--- src/rtl/reg_shift_sequencer.sv ---
`default_nettype none
// ============================================================================
// Module      : reg_shift_sequencer
// Description : Multi-cycle register-specified shift controller. Shifts Rm in
//               chunks of up to STEP bits per cycle, applying ARM
//               LSL/LSR/ASR/ROR shift-by-register rules for amounts 0..255.
// Revision    : 1.0 - initial release
// ============================================================================
module reg_shift_sequencer #(
    parameter int STEP = 8
) (
    input  logic        clk,
    input  logic        rst_n,
    input  logic        start,
    input  logic [1:0]  shift_type,
    input  logic [31:0] rm,
    input  logic [7:0]  rs_amt,
    input  logic        c_in,
    output logic [31:0] result,
    output logic        carry_out,
    output logic        busy,
    output logic        done
);

    localparam logic [1:0] c_lsl  = 2'b00;
    localparam logic [1:0] c_lsr  = 2'b01;
    localparam logic [1:0] c_asr  = 2'b10;
    localparam logic [1:0] c_ror  = 2'b11;
    localparam logic [5:0] c_step = 6'(STEP);

    typedef enum logic [1:0] {
        S_IDLE  = 2'd0,
        S_SHIFT = 2'd1,
        S_DONE  = 2'd2
    } state_t;

    state_t      r_state;
    state_t      w_next_state;
    logic [31:0] r_result;
    logic        r_carry;
    logic [1:0]  r_type;
    logic [5:0]  r_count;
    logic [5:0]  w_count_init;
    logic [5:0]  w_n;
    logic [63:0] w_wide;
    logic [31:0] w_shifted;
    logic        w_shift_carry;

    assign result    = r_result;
    assign carry_out = r_carry;

    // Remaining positions to shift. Amounts beyond 33 (LSL/LSR) or 32 (ASR)
    // give the same result as the clamp, and ROR only cares about the
    // amount modulo 32 (with nonzero multiples of 32 as a full rotation).
    always_comb begin
        w_count_init = 6'd0;
        case (shift_type)
            c_lsl, c_lsr: w_count_init = (rs_amt > 8'd33) ? 6'd33 : rs_amt[5:0];
            c_asr:        w_count_init = (rs_amt > 8'd32) ? 6'd32 : rs_amt[5:0];
            default: begin
                if (rs_amt == 8'd0)
                    w_count_init = 6'd0;
                else if (rs_amt[4:0] == 5'd0)
                    w_count_init = 6'd32;
                else
                    w_count_init = {1'b0, rs_amt[4:0]};
            end
        endcase
    end

    // One chunk of shifting; the 64-bit window keeps the last bit shifted
    // out next to the result so carry needs no special cases.
    always_comb begin
        w_n           = (r_count > c_step) ? c_step : r_count;
        w_wide        = 64'd0;
        w_shifted     = r_result;
        w_shift_carry = r_carry;
        case (r_type)
            c_lsl: begin
                w_wide        = {32'd0, r_result} << w_n;
                w_shifted     = w_wide[31:0];
                w_shift_carry = w_wide[32];
            end
            c_lsr: begin
                w_wide        = {r_result, 32'd0} >> w_n;
                w_shifted     = w_wide[63:32];
                w_shift_carry = w_wide[31];
            end
            c_asr: begin
                w_wide        = 64'($signed({r_result, 32'd0}) >>> w_n);
                w_shifted     = w_wide[63:32];
                w_shift_carry = w_wide[31];
            end
            default: begin
                w_wide        = {r_result, r_result} >> w_n;
                w_shifted     = w_wide[31:0];
                w_shift_carry = w_wide[31];
            end
        endcase
    end

    // State register.
    always_ff @(posedge clk or negedge rst_n) begin
        if (!rst_n)
            r_state <= S_IDLE;
        else
            r_state <= w_next_state;
    end

    // Next-state and status decode; start is only honoured in IDLE.
    always_comb begin
        w_next_state = r_state;
        busy         = 1'b0;
        done         = 1'b0;
        case (r_state)
            S_IDLE: begin
                if (start)
                    w_next_state = (w_count_init != 6'd0) ? S_SHIFT : S_DONE;
            end
            S_SHIFT: begin
                busy = 1'b1;
                if (r_count == w_n)
                    w_next_state = S_DONE;
            end
            S_DONE: begin
                busy         = 1'b1;
                done         = 1'b1;
                w_next_state = S_IDLE;
            end
            default: w_next_state = S_IDLE;
        endcase
    end

    // Operand capture on an accepted start, then one chunk per SHIFT cycle.
    always_ff @(posedge clk or negedge rst_n) begin
        if (!rst_n) begin
            r_result <= 32'd0;
            r_carry  <= 1'b0;
            r_type   <= 2'b00;
            r_count  <= 6'd0;
        end else if (r_state == S_IDLE) begin
            if (start) begin
                r_result <= rm;
                r_carry  <= c_in;
                r_type   <= shift_type;
                r_count  <= w_count_init;
            end
        end else if (r_state == S_SHIFT) begin
            r_result <= w_shifted;
            r_carry  <= w_shift_carry;
            r_count  <= r_count - w_n;
        end
    end

endmodule
`default_nettype wire
--- config.mk ---
export PLATFORM = sky130hd
export DESIGN_NAME = reg_shift_sequencer
export DESIGN_NICKNAME = d
export VERILOG_FILES = /design/src/rtl/reg_shift_sequencer.sv
export SDC_FILE = /design/constraint.sdc
export NUM_CORES = 1
export LEC_CHECK = 0
export ABC_AREA = 1
export ABC_CLOCK_PERIOD_IN_PS = 2290
export CORE_ASPECT_RATIO = 0.7
export CORE_UTILIZATION = 35
export DETAILED_ROUTE_END_ITERATION = 16
export DONT_BUFFER_PORTS = 1
export MAX_ROUTING_LAYER = met4
export PLACE_DENSITY_LB_ADDON = 0.08
export SYNTH_ARGS = -nofsm -noshare
export SYNTH_HDL_FRONTEND = slang
export SYNTH_SLANG_ARGS = --single-unit
--- constraint.sdc ---
create_clock -name clk -period 2.29 [get_ports clk]
set_input_delay 0.229 -clock clk [delete_from_list [all_inputs] [get_ports clk]]
set_output_delay 0.229 -clock clk [all_outputs]
set_load 0.02 [all_outputs]
=== Word-level counts from Yosys, hierarchy flattened ===
Cells that the tools add are included.

* Bits in registers: 43
* Input port bits: 46

* Reductions and logical operators: 12
* Order comparisons: 3
* Muxes and demuxes: 23
* Add/subtract/negate cells: 1
* Eq/ne operators: 9
* Shift operators: 4

{| class="wikitable"
|+ Operators with widths
! operator !! number
|-
| two-way mux 32 bit || 3
|-
| case mux 32 bit (3 select lines) || 1
|-
| >> shifter 64 x 6 -> 32 bit || 1
|-
| >> shifter 64 x 6 -> 64 bit || 1
|-
| >>> shifter 64 x 6 -> 64 bit || 1
|-
| two-way mux 6 bit || 8
|-
| left shift 32 x 6 -> 33 bit || 1
|-
| greater-than comparator 8 x 6 -> 1 bit, second input constant || 2
|-
| case mux 6 bit (2 select lines) || 1
|-
| logical NOT 8 bit || 1
|-
| == test 2 x 1 -> 1 bit, second input constant || 3
|-
| == test 2 bit, second input constant || 3
|-
| == test 6 bit || 1
|-
| greater-than comparator 6 x 4 -> 1 bit, second input constant || 1
|-
| logical NOT 2 bit || 3
|-
| two-way mux 2 bit || 3
|-
| AND reduction 2 bit || 3
|-
| nonzero test 6 bit || 1
|-
| subtractor 6 bit || 1
|-
| logical NOT 5 bit || 1
|-
| two-way mux 1 bit || 5
|-
| != test 2 bit, second input constant || 2
|-
| case mux 2 bit (2 select lines) || 1
|-
| OR reduction 2 bit || 2
|-
| 2 further kinds || 2
|}

=== Logic depth before layout (Yosys ltp) ===
* Depth in word-level cells: 8
* Gate-level depth with buffers: 17
* Gate-level depth less buffers: 15

=== Worst setup path after synthesis ===
OpenSTA, ideal clock, no wires.

* Kind: register -> register
* From: register r_state[0]
* To: register r_carry (netlist: carry_out)
* Library setup time: 0.066 ns
* Period minus slack after synthesis: 1.885 ns
* Path slack: 0.405 ns
* Stages on the path, launching flop included: 12
* Data arrival time: 1.820 ns
* Path buffers: 3
* Cell sequence: dfrtp_1 -> inv_1 -> ha_1 -> clkbuf_2 -> clkinv_1 -> nand2_2 -> inv_2 -> nor2_2 -> buf_4 -> clkbuf_1 -> nand2_1 -> nand2_1

* Word-level cells in the longest chain between the ends: 3

{| class="wikitable"
|+ RTL lines
! what !! RTL line !! source
|-
| from (decl) || 37 || <nowiki>state_t r_state;</nowiki>
|-
| from (signal assigned) || 107 || <nowiki>r_state <= w_next_state;</nowiki>
|-
| == test 2 x 1 -> 1 bit / logical NOT 2 bit (equally long branches) || 148, 141 ||
|-
| nonzero test 2 bit (no source line) / != test 2 bit (equally long branches) || -- ||
|-
| AND reduction 2 bit (no source line) || -- ||
|-
| to (signal assigned) || 144 || <nowiki>r_carry <= c_in;</nowiki>
|-
| to (signal assigned) || 150 || <nowiki>r_carry <= w_shift_carry;</nowiki>
|-
| to (decl) || 40 || <nowiki>logic r_carry;</nowiki>
|}

Several ways; a longest one is shown, not always the timed one.
A chain may end at the register's enable or synchronous reset.

=== Worst setup path after layout ===
* From: register r_count[5]
* To: register r_result[29] (netlist: result[29])

* Word-level cells in the longest chain between the ends: 6

{| class="wikitable"
|+ RTL lines
! what !! RTL line !! source
|-
| from (decl) || 42 || <nowiki>logic [5:0] r_count;</nowiki>
|-
| from (signal assigned) || 146 || <nowiki>r_count <= w_count_init;</nowiki>
|-
| from (signal assigned) || 151 || <nowiki>r_count <= r_count - w_n;</nowiki>
|-
| greater-than comparator 6 x 4 -> 1 bit || 74 || <nowiki>w_n = (r_count > c_step) ? c_step : r_count;</nowiki>
|-
| two-way mux 6 bit * || 74 ||
|-
| >> shifter 64 x 6 -> 32 bit, or another cell as far along || 95 || <nowiki>w_wide = {r_result, r_result} >> w_n;</nowiki>
|-
| case mux 32 bit (3 select lines) * || 78 || <nowiki>case (r_type)</nowiki>
|-
| two-way mux 32 bit * || 148 || <nowiki>end else if (r_state == S_SHIFT) begin</nowiki>
|-
| two-way mux 32 bit * || 141 || <nowiki>end else if (r_state == S_IDLE) begin</nowiki>
|-
| to (signal assigned) || 143 || <nowiki>r_result <= rm;</nowiki>
|-
| to (signal assigned) || 149 || <nowiki>r_result <= w_shifted;</nowiki>
|-
| to (decl) || 39 || <nowiki>logic [31:0] r_result;</nowiki>
|}

Every way passes the cells marked *; elsewhere a longest branch is shown, timed or not. The select of a mux whose other input is x is not followed.

==> metrics <==
leading register cell type out of synthesis dfrtp_1; Antenna Violating Nets Remaining 0; CTS root buffer clkbuf_16; max_slew headroom about 60%; Seq cells post-synth 43; crit start category flip-flop; # placed instances around 1.3k; CTS clock-pin slew for the worst setup and hold paths around 70 ps; layout cells sized above 1 18.3%; io pins 81; CORE AREA between 0.015 and 0.02 mm^2; vias in the first global route roughly 6.8k; largest net degree at the start of global routing 44; maxcap violations 0; max-slew violations 0; largest cells by area after synthesis nand2_1 (30%), dfrtp_1 (18%), nand3_1 (17%), o21ai_0 (6.2%), inv_1 (4.9%); Avg Vias per Cell 5.58; clock sink count 43; Cell Area, Synth 0.00585 mm^2; clk_lat worst skew 310 ps; Post-Synthesis Cells roughly 1.1k; RD Place Congestion about 0.97; WL/cell approximately 21 um; Worst Tran Pin Value 600 ps; input/output buffers 0; Post-synth EDFFs 0; CTS Buffer Depth 2; Max Clock Freq approximately 440 MHz; Die Height around 110 um; synth warn 0; # fillers roughly 1.9k; period utilisation layout 99.8%; endpoints failing setup 0; CTS tree yes; HPWL Detailed between 20 and 25 mm; CP required 2490 ps; P&R area growth vs syn 24.1%; 1st-pass router iterations 9; most frequent cell after synthesis nand2_1; Hold Vio Cnt, Final 0; Worst Path Arrival 2480 ps; WL final between 20 and 30 mm; Avg Cell Area, Syn between 5 and 6 um^2; CP Max Fanout 6; width of the die between 150 and 200 um; Total Routing Usage GR 33.1%; Synth cell types 36; Remaining DRCs 0; final non-filler cell total between 1k and 1.5k; RSZ-0062 raised after global routing yes; num rows 39; GRT overflow 0; worst hold path type in2reg; CTS H-Tree Depth 2; n_diodes 0; Synth top area share approximately 30%; die footprint roughly 0.017 mm^2; first-pass GRT wire length 41.1 mm; nets@finish between 1k and 1.5k; sequential cell area fraction in the yosys report 18.4%; outcome finished, final reports clean; Setup crit end kind flip-flop; antenna violations before repair 0; TritonCTS Buffers 5; clk_skew slightly above 6 ps; hold_ws ~85 ps; largest area contributor in the netlist nand2_1; Post-synth ARST share 100%; CP Class reg2reg; Initial DRC Count 813; synthesized net count 1157; Tmin final 2280 ps; via count between 7k and 8k; Synth top cells by count nand2_1 (467), nand3_1 (199), inv_1 (77); Initial Util approximately 36%
layer usage:
metal | track usage [%] | wire length, um | vias to the layer above
met1 | 47.2 | 13600 | 3540
li1 | - | - | 3660
met5 | - | 0 | -
met3 | 7.39 | 2430 | 53
met2 | 46.5 | 11300 | 335
met4 | 8.33 | 700 | 0
timing repair:
action	CTS	global route
resized for setup	3	144
hold buffers	2	0
endpoints found under the setup margin	3	29
hold endpoints to repair	43	0
pin swaps	1	21
setup buffers	0	8
cloned	0	5
area by class of cell:
cell class                      instances  area (um^2)  area share [%]
Multi-Input combinational cell        916         4490            62.0
Sequential cell                        43         1080            14.9
Timing Repair Buffer                   84          887            12.2
Inverter                               83          320            4.42
Tap cell                              225          282            3.88
Clock buffer                            5          125            1.73
Clock inverter                          3         67.6           0.932
through the flow:
| stage | setup TNS, ps | setup WS, ps | instance area [um^2] | utilization, % |
|---|---|---|---|---|
| after floorplan | 0 | 405 | 5850 | - |
| after global placement | -77.3 | -29.1 | 6440 | 39.5 |
| after detailed placement | -38.6 | -21.9 | 6440 | 39.5 |
| after CTS | -2.49 | -2.49 | 6670 | 40.9 |
| after global routing | -506 | -63.7 | 7250 | 44.5 |
| final | 0 | 5.70 | 7250 | 44.5 |
registers in the layout, indices dropped and copies added (netlist names):
signal	flops
carry_out	1
r_count	6
r_state	2
r_type	2
result	32
cells in the final DEF, fill, tap and decap left out, types with 3 or more instances in the layout:
| cell | synthesis | final |
|---|---|---|
| nor2_4 | 0 | 4 |
| nor2_2 | 4 | 3 |
| a21oi_1 | 31 | 29 |
| a31oi_1 | 3 | 3 |
| nand3_4 | 2 | 5 |
| nand2_1 | 467 | 418 |
| inv_2 | 5 | 3 |
| buf_6 | 6 | 7 |
| ha_1 | 4 | 4 |
| o21ai_1 | 12 | 27 |
| nand2_2 | 4 | 47 |
| dfrtp_1 | 43 | 42 |
| nand2_4 | 1 | 7 |
| o21ai_0 | 72 | 45 |
| nand3_2 | 3 | 26 |
| nand4_1 | 11 | 11 |
| clkbuf_16 | 0 | 8 |
| buf_12 | 0 | 12 |
| nand3_1 | 199 | 174 |
| o211ai_1 | 18 | 18 |
| nor2_1 | 68 | 65 |
| o21ai_2 | 0 | 12 |
| buf_4 | 7 | 58 |
| inv_1 | 77 | 76 |
worst paths after layout:
kind,to,depth (start not counted),slack [ps],from
max,result[29],14,6,r_count[5]
min,r_type[0],2,90,shift_type[0]
max reg2reg,result[29],14,6,r_count[5]
min reg2reg,r_state[1],2,520,r_state[1]
max in group asynchronous,r_count[0],2,1600,rst_n
min in group asynchronous,result[14],2,450,rst_n
kinds of logic (layout without fill, tap and decap cells):
| family | after synthesis | after routing | synth area share [%] |
|---|---|---|---|
| AND/OR/NAND/NOR | 767 | 768 | 55.8 |
| buffers and inverters | 149 | 175 | 11.4 |
| AO/OA/AOI/OAI | 143 | 143 | 13.4 |
| flip-flops | 43 | 43 | 18.4 |
| adder cells (fa/ha/maj) | 4 | 4 | 0.856 |
| other | 1 | 1 | 0.0642 |
critical path, stage by stage (launching register included):
cell and delay (ps):
dfrtp_1 410, nor2_4 210, nand3_4 220, clkinv_4 150
buf_12 150, nand2_4 60, buf_6 120, nand2_4 50
nand2_2 40, o211ai_1 200, nand3_1 150, nand2_1 130
nand2_2 80, nor2_4 120, o21ai_1 70
Power is not shown: default switching activity piles up to over one toggle a cycle in this logic, so the estimate is an artifact.
